### src/rtl/reorder_buffer_pkg.sv
// Shared types and defaults for the reorder buffer.
package reorder_buffer_pkg;

   localparam int unsigned ROB_SIZE_DEFAULT  = 16;
   localparam int unsigned ROB_IDX_W_DEFAULT = 4;
   localparam int unsigned REG_W             = 5;
   localparam int unsigned XLEN              = 32;

   // Payload held for each in-flight instruction (busy/ready live in flag vectors).
   typedef struct packed {
      logic [REG_W-1:0] rd;
      logic [XLEN-1:0]  value;
      logic             is_branch;
      logic             pred_taken;
      logic             taken;
      logic [XLEN-1:0]  target;
      logic [XLEN-1:0]  pc;
   } rob_entry_t;

   // Correct next PC after a branch resolves; pc + 4 wraps at 32 bits.
   function automatic logic [XLEN-1:0] redirect_pc(input logic taken,
                                                   input logic [XLEN-1:0] target,
                                                   input logic [XLEN-1:0] pc);
      return taken ? target : pc + 32'd4;
   endfunction

endpackage

### src/rtl/reorder_buffer_entry_array.sv
// Entry storage: allocate at tail, CDB result write, retire clear, flush,
// one head read port and two operand read ports.
module reorder_buffer_entry_array
   import reorder_buffer_pkg::*;
#(
   parameter int unsigned SIZE  = ROB_SIZE_DEFAULT,
   parameter int unsigned IDX_W = ROB_IDX_W_DEFAULT
) (
   input  logic             clk,
   input  logic             rst,
   input  logic             flush,
   input  logic             alloc_en,
   input  logic [IDX_W-1:0] alloc_idx,
   input  logic [4:0]       alloc_rd,
   input  logic             alloc_is_branch,
   input  logic             alloc_pred_taken,
   input  logic [31:0]      alloc_pc,
   input  logic             cdb_en,
   input  logic [IDX_W-1:0] cdb_idx,
   input  logic [31:0]      cdb_value,
   input  logic             cdb_taken,
   input  logic [31:0]      cdb_target,
   input  logic             retire_en,
   input  logic [IDX_W-1:0] head_idx,
   output logic             head_ready,
   output logic [4:0]       head_rd,
   output logic [31:0]      head_value,
   output logic             head_is_branch,
   output logic             head_pred_taken,
   output logic             head_taken,
   output logic [31:0]      head_target,
   output logic [31:0]      head_pc,
   input  logic [IDX_W-1:0] rd_idx1,
   input  logic [IDX_W-1:0] rd_idx2,
   output logic             rd_ready1,
   output logic [31:0]      rd_value1,
   output logic             rd_ready2,
   output logic [31:0]      rd_value2
);

   logic [SIZE-1:0] busy_q, busy_d;
   logic [SIZE-1:0] ready_q, ready_d;
   rob_entry_t      entries_q [SIZE];

   logic cdb_hit;
   assign cdb_hit = cdb_en && busy_q[cdb_idx];

   // Flag next-state; retire is applied after the CDB write so a retiring
   // entry never keeps a stale ready bit.
   always_comb begin
      busy_d  = busy_q;
      ready_d = ready_q;
      if (flush) begin
         busy_d  = '0;
         ready_d = '0;
      end else begin
         if (cdb_hit) begin
            ready_d[cdb_idx] = 1'b1;
         end
         if (retire_en) begin
            busy_d[head_idx]  = 1'b0;
            ready_d[head_idx] = 1'b0;
         end
         if (alloc_en) begin
            busy_d[alloc_idx]  = 1'b1;
            ready_d[alloc_idx] = 1'b0;
         end
      end
   end

   // Flag registers; reset discards every entry.
   always_ff @(posedge clk or negedge rst) begin
      if (!rst) begin
         busy_q  <= '0;
         ready_q <= '0;
      end else begin
         busy_q  <= busy_d;
         ready_q <= ready_d;
      end
   end

   // Payload needs no reset: it is only observed while the busy/ready flags say so.
   always_ff @(posedge clk) begin
      if (!flush) begin
         if (alloc_en) begin
            entries_q[alloc_idx].rd         <= alloc_rd;
            entries_q[alloc_idx].is_branch  <= alloc_is_branch;
            entries_q[alloc_idx].pred_taken <= alloc_pred_taken;
            entries_q[alloc_idx].pc         <= alloc_pc;
         end
         if (cdb_hit) begin
            entries_q[cdb_idx].value  <= cdb_value;
            entries_q[cdb_idx].taken  <= cdb_taken;
            entries_q[cdb_idx].target <= cdb_target;
         end
      end
   end

   // Asynchronous read ports.
   always_comb begin
      head_ready      = ready_q[head_idx];
      head_rd         = entries_q[head_idx].rd;
      head_value      = entries_q[head_idx].value;
      head_is_branch  = entries_q[head_idx].is_branch;
      head_pred_taken = entries_q[head_idx].pred_taken;
      head_taken      = entries_q[head_idx].taken;
      head_target     = entries_q[head_idx].target;
      head_pc         = entries_q[head_idx].pc;
      rd_ready1       = ready_q[rd_idx1];
      rd_value1       = entries_q[rd_idx1].value;
      rd_ready2       = ready_q[rd_idx2];
      rd_value2       = entries_q[rd_idx2].value;
   end

endmodule

### src/rtl/reorder_buffer.sv
// Circular reorder buffer: allocates tags in program order, captures CDB
// results, retires one entry per cycle and flushes on branch mispredict.
module reorder_buffer
   import reorder_buffer_pkg::*;
#(
   parameter int unsigned ROB_SIZE  = ROB_SIZE_DEFAULT,
   parameter int unsigned ROB_IDX_W = ROB_IDX_W_DEFAULT
) (
   input  logic                 clk,
   input  logic                 rst,
   input  logic                 rdy,
   input  logic                 alloc_valid,
   input  logic [4:0]           alloc_rd,
   input  logic                 alloc_is_branch,
   input  logic                 alloc_pred_taken,
   input  logic [31:0]          alloc_pc,
   output logic                 alloc_ready,
   output logic [ROB_IDX_W-1:0] alloc_tag,
   input  logic                 cdb_valid,
   input  logic [ROB_IDX_W-1:0] cdb_tag,
   input  logic [31:0]          cdb_value,
   input  logic                 cdb_taken,
   input  logic [31:0]          cdb_target,
   input  logic [ROB_IDX_W-1:0] query_tag1,
   input  logic [ROB_IDX_W-1:0] query_tag2,
   output logic                 query_ready1,
   output logic [31:0]          query_value1,
   output logic                 query_ready2,
   output logic [31:0]          query_value2,
   output logic                 commit_valid,
   output logic [4:0]           commit_rd,
   output logic [31:0]          commit_value,
   output logic [ROB_IDX_W-1:0] commit_tag,
   output logic                 jump_wrong,
   output logic [31:0]          jump_target,
   output logic                 empty
);

   localparam logic [ROB_IDX_W:0] FullCount = (ROB_IDX_W + 1)'(ROB_SIZE);

   logic [ROB_IDX_W-1:0] head_q, head_d, tail_q, tail_d;
   logic [ROB_IDX_W:0]   count_q, count_d;

   logic                 commit_valid_d, jump_wrong_d;
   logic [4:0]           commit_rd_d;
   logic [31:0]          commit_value_d, jump_target_d;
   logic [ROB_IDX_W-1:0] commit_tag_d;

   logic        head_ready, head_is_branch, head_pred_taken, head_taken;
   logic [4:0]  head_rd;
   logic [31:0] head_value, head_target, head_pc;
   logic        entry_ready1, entry_ready2;
   logic [31:0] entry_value1, entry_value2;

   logic do_alloc, do_cdb, do_commit, mispredict;

   // No bypass from a same-cycle commit: fullness comes from registered count only.
   assign alloc_ready = count_q < FullCount;
   assign alloc_tag   = tail_q;
   assign empty       = (count_q == '0);

   assign do_alloc   = rdy && alloc_valid && alloc_ready;
   assign do_cdb     = rdy && cdb_valid;
   assign do_commit  = rdy && !empty && head_ready;
   assign mispredict = do_commit && head_is_branch && (head_taken != head_pred_taken);

   reorder_buffer_entry_array #(
      .SIZE  (ROB_SIZE),
      .IDX_W (ROB_IDX_W)
   ) u_entries (
      .clk              (clk),
      .rst              (rst),
      .flush            (mispredict),
      .alloc_en         (do_alloc && !mispredict),
      .alloc_idx        (tail_q),
      .alloc_rd         (alloc_rd),
      .alloc_is_branch  (alloc_is_branch),
      .alloc_pred_taken (alloc_pred_taken),
      .alloc_pc         (alloc_pc),
      .cdb_en           (do_cdb),
      .cdb_idx          (cdb_tag),
      .cdb_value        (cdb_value),
      .cdb_taken        (cdb_taken),
      .cdb_target       (cdb_target),
      .retire_en        (do_commit),
      .head_idx         (head_q),
      .head_ready       (head_ready),
      .head_rd          (head_rd),
      .head_value       (head_value),
      .head_is_branch   (head_is_branch),
      .head_pred_taken  (head_pred_taken),
      .head_taken       (head_taken),
      .head_target      (head_target),
      .head_pc          (head_pc),
      .rd_idx1          (query_tag1),
      .rd_idx2          (query_tag2),
      .rd_ready1        (entry_ready1),
      .rd_value1        (entry_value1),
      .rd_ready2        (entry_ready2),
      .rd_value2        (entry_value2)
   );

   // Operand lookup with same-cycle CDB bypass.
   always_comb begin
      query_ready1 = entry_ready1 || (cdb_valid && (cdb_tag == query_tag1));
      query_value1 = (cdb_valid && (cdb_tag == query_tag1)) ? cdb_value : entry_value1;
      query_ready2 = entry_ready2 || (cdb_valid && (cdb_tag == query_tag2));
      query_value2 = (cdb_valid && (cdb_tag == query_tag2)) ? cdb_value : entry_value2;
   end

   // Pointer and occupancy next-state; a mispredict flush overrides everything.
   always_comb begin
      head_d  = head_q;
      tail_d  = tail_q;
      count_d = count_q;
      if (mispredict) begin
         head_d  = '0;
         tail_d  = '0;
         count_d = '0;
      end else begin
         if (do_alloc) begin
            tail_d = tail_q + ROB_IDX_W'(1);
         end
         if (do_commit) begin
            head_d = head_q + ROB_IDX_W'(1);
         end
         case ({do_alloc, do_commit})
            2'b10:   count_d = count_q + (ROB_IDX_W + 1)'(1);
            2'b01:   count_d = count_q - (ROB_IDX_W + 1)'(1);
            default: count_d = count_q;
         endcase
      end
   end

   // Retire outputs: pulses last one cycle, data holds between commits.
   always_comb begin
      commit_valid_d = do_commit;
      commit_rd_d    = commit_rd;
      commit_value_d = commit_value;
      commit_tag_d   = commit_tag;
      jump_wrong_d   = mispredict;
      jump_target_d  = jump_target;
      if (do_commit) begin
         commit_rd_d    = head_rd;
         commit_value_d = head_value;
         commit_tag_d   = head_q;
      end
      if (mispredict) begin
         jump_target_d = redirect_pc(head_taken, head_target, head_pc);
      end
   end

   // State and output registers.
   always_ff @(posedge clk or negedge rst) begin
      if (!rst) begin
         head_q       <= '0;
         tail_q       <= '0;
         count_q      <= '0;
         commit_valid <= 1'b0;
         commit_rd    <= '0;
         commit_value <= '0;
         commit_tag   <= '0;
         jump_wrong   <= 1'b0;
         jump_target  <= '0;
      end else begin
         head_q       <= head_d;
         tail_q       <= tail_d;
         count_q      <= count_d;
         commit_valid <= commit_valid_d;
         commit_rd    <= commit_rd_d;
         commit_value <= commit_value_d;
         commit_tag   <= commit_tag_d;
         jump_wrong   <= jump_wrong_d;
         jump_target  <= jump_target_d;
      end
   end

endmodule

### config.mk
export PLATFORM = sky130hd
export DESIGN_NAME = reorder_buffer
export DESIGN_NICKNAME = d
export VERILOG_FILES = /design/src/rtl/reorder_buffer_pkg.sv /design/src/rtl/reorder_buffer_entry_array.sv /design/src/rtl/reorder_buffer.sv
export SDC_FILE = /design/constraint.sdc
export NUM_CORES = 2
export LEC_CHECK = 0
export ABC_AREA = 0
export CAP_MARGIN = 5
export CORE_MARGIN = 10
export CORE_UTILIZATION = 40
export DETAILED_ROUTE_END_ITERATION = 10
export PLACE_DENSITY = 0.55
export SLEW_MARGIN = 20
export SYNTH_ARGS = -nofsm -noshare
export SYNTH_HDL_FRONTEND = slang
export SYNTH_SLANG_ARGS = --single-unit
### constraint.sdc
create_clock -name clk -period 10.25 [get_ports clk]
set_clock_uncertainty 0.05 [all_clocks]
set_input_delay 2.05 -clock clk [delete_from_list [all_inputs] [get_ports clk]]
set_output_delay 2.05 -clock clk [all_outputs]
set_load 0.1 [all_outputs]
==> results.md <==
* Rows at 161
* Synth Area in XOR/XNOR at less than 1%
* Multi-input gate area at about 0.023 mm^2
* Syn_nets at 3,618
* Largest family of logic cells by synthesized area: multiplexers
* Clock sink count at about 1,800
* Worst Setup Start Kind: input port
* Routed vias at 39,290
* # IOs at about 270
* Unrepaired setup endpoints after global routing: false
* Placed cell area at just over 0.08 mm^2
* CP most frequent cell: mux4_2
* Status: completed
* Async S/R FF share, synth at slightly below 7%
* I/O Buffers at roughly 270
* Top delay family on crit path: buffers and inverters
* Area Growth Syn to Fin at 15.2%
* GPL Wtd Cong at around 0.76
* Worst-Margin Slew at 1.11 ns
* Synth top area share at 64.5%
* Max-Slew Margin vs Limit at roughly a quarter
* Ys flop type: edfxtp_1
* CTS Hold Buffers Added at 0
* Hold WC Path Type: flop to flop
* Setup slack after layout at between 2 and 2.5 ns
* Fin. max-slew vios at 0
* Commonest cells in the synthesized netlist: 1,664 x edfxtp_1, 808 x mux4_2, 120 x dfrtp_1
* Die H at around 460 um
* Initial antenna violation count at 32
* Sequential share of the synthesized area at about 70%
* Post-Synth Adder-Cell Area at less than 1%
* P_leak at 28.2 nW
* Pwr/cell area at 250 mW/mm^2
* Vias in the first global route at around 40,000
* Cell taking the most area after synthesis: edfxtp_1
* Yosys warnings at 0
* Crit path cell chain: buf_8 -> buf_4 -> mux4_2 -> mux4_2 -> mux2_2 -> clkdlybuf4s50_1
* Via density at between 6 and 7
* Setup-failing EPs final at 0
* Min cycle time layout at a little under 8 ns
* Clk slew on worst S/H paths at around 0.060 ns
* Nets at roughly 3,900
* CP arrival at between 5 and 6 ns
* TNS Setup at 0 ns
* Maximum VDD drop at 0.239 mV
* Average wire per standard cell at roughly 33 um
* Clk Latency, worst-skew pair at 0.84 ns
* Resized Gates After CTS at 0
* CP Capture Type: primary output
* Final HPWL DP at about 120,000 um
* Final period util at 75.8%
* Post-route DRC at 0
* Most frequent cell after synthesis: edfxtp_1
* Layout cells sized above 1 at between 30 and 40%
* Total gr overflow at 0
* Crit-path max FO at just under 70
* Buf/Inv on CP at 3
* Max frequency at between 0.1 and 0.15 GHz
* Syn avg cell area at 22.2 um^2
* Gate Count Post-Synth at between 3,000 and 4,000
* Die width at approximately 460 um
* # H-tree levels at 4
* Total CTS buffers at around 190
* Area contributors post-synth: edfxtp_1 64%, mux4_2 23%, dfrtp_1 3.9%
* Total power draw at 0.0224 W
* Library cells used by synthesis at 60
* Final Hold Fails at 0
* TritonCTS clock tree: built
* Crit path required time at about 8.2 ns
* Die area at 0.212 mm^2
* DRT iter0 DRCs at 3,868
* DP Cell Count at between 6,000 and 7,000
* Clk buf depth at 3
* Compound-cell area share of the yosys netlist at about 1.4%
* Synthesized flop and latch total at between 1,500 and 2,000
* Simple-gate share of the synthesized area at under 10%
* Starting Density at around two fifths
* Drt pass-1 iters at 5
* Area of the core at 0.193 mm^2
* DRT antenna net count at 0
* Post-Syn Area at about 0.077 mm^2
* Pre-CTS WS at between 2 and 2.5 ns
* Layout Cells excl Fill at between 6,000 and 7,000
* WS Path Type: input port to primary output
* Mux share of post-synthesis cell area at a little over a quarter
* Final wirelength at ~220,000 um
* Post-route cell area at between 0.08 and 0.09 mm^2
* Filler instances at 15,957
* First-pass GRT wire length at roughly 310,000 um
* Setup bufs post-CTS at 0
* Area occupied by registers at between 0.05 and 0.06 mm^2
* Largest net degree at the start of global routing at 130
* Number of enable flip-flop cells after synthesis at ~1,700
* CP max stage delay at roughly 0.97 ns
* Total Routing Usage GR at between 20% and 30%
* Max cap viols at 0
* CTS root buf: clkbuf_16
* Slowest cell on crit path: clkdlybuf4s50_1
worst reg2reg max path: cells and delay by family (launching register included):
family | cells | cell delay (ns)
buf+inv | 3 | 2.54
flops | 1 | 0.79
simple gates | 5 | 1.03
compound gates | 2 | 0.88
mux | 1 | 0.71
metrics by stage:
step | util, % | hold WS (ns)
detailed placement | 43.1 | 0.416
finish | 46.4 | 0.426
floorplan | - | 0.395
global route | 46.4 | 0.461
global placement | 43.1 | 0.407
CTS | 46.4 | 0.430
layout make-up:
class / count / area share (%)
Sequential cell: 1784 / 59.3
Timing Repair Buffer: 360 / 3.91
Tap cell: 2526 / 3.54
Multi-Input combinational cell: 1437 / 26.1
Clock buffer: 241 / 5.69
Antenna cell: 6 / 0.0168
Inverter: 25 / 0.105
Clock inverter: 114 / 1.34
flip-flops by register name, indices dropped and copies added, names as in the netlist:
name and flops:
jump_wrong 1, commit_value 32, commit_valid 1, commit_tag 4, u_entries.ready_q 16, u_entries.busy_q 16
head_q 4, u_entries.entries_q 1664, alloc_tag 4, commit_rd 5, jump_target 32, count_q 5
power by group:
| part | internal [W] | switching (W) |
|---|---|---|
| Sequential | 0.00829 | 0.000332 |
| Combinational | 0.00278 | 0.00407 |
| Clock | 0.00398 | 0.00291 |
| Total | 0.0150 | 0.00732 |
worst paths after layout:
path / from / endpoint / slack, ns / cells past startpoint
max: query_tag2[0] / query_value2[26] / 2.48 / 6
min: u_entries.busy_q[11] / u_entries.busy_q[11] / 0.43 / 1
max reg2reg: head_q[0] / jump_target[23] / 4.10 / 11
min reg2reg: u_entries.busy_q[11] / u_entries.busy_q[11] / 0.43 / 1
max in group asynchronous: rst / jump_target[9] / 7.16 / 3
min in group asynchronous: rst / commit_tag[2] / 1.14 / 1
metal layers:
metal / global-route usage (%) / vias up / wire (um)
li1: - / 15819 / -
met2: 32.8 / 1540 / 106000
met1: 27.9 / 21543 / 89100
met4: 5.89 / 14 / 5940
met3: 3.67 / 374 / 14500
met5: 0 / - / 80
cells by family after synthesis:
logic type      after synthesis
flops                      1784
xor+xnor                     40
simple gates                256
mux                         951
fa+ha+maj                    11
compound gates              179
buf+inv                     265
cell usage in the layout, fill, tap and decap left out, drive strengths merged, types with 4 or more instances in the layout:
| cell | count |
|---|---|
| mux4 | 839 |
| and4 | 4 |
| nor2 | 55 |
| clkinv | 78 |
| or2 | 6 |
| clkbuf | 241 |
| nor3 | 22 |
| nand3 | 18 |
| xnor2 | 16 |
| o22ai | 8 |
| nor3b | 4 |
| bufinv | 18 |
| nor4 | 7 |
| and2 | 7 |
| inv | 35 |
| buf | 105 |
| xor2 | 24 |
| mux2 | 103 |
| nand4 | 13 |
| clkdlybuf4s50 | 255 |
| nor2b | 8 |
| nand2 | 85 |
| diode | 6 |
| a21o | 4 |
| a22oi | 36 |
| o21ai | 56 |
| a31oi | 6 |
| mux2i | 9 |
| dfrtp | 120 |
| clkinvlp | 8 |
| a21oi | 59 |
| ha | 11 |
| and3 | 10 |
| edfxtp | 1664 |
| nand2b | 7 |
(Power assumes the default switching activity.)
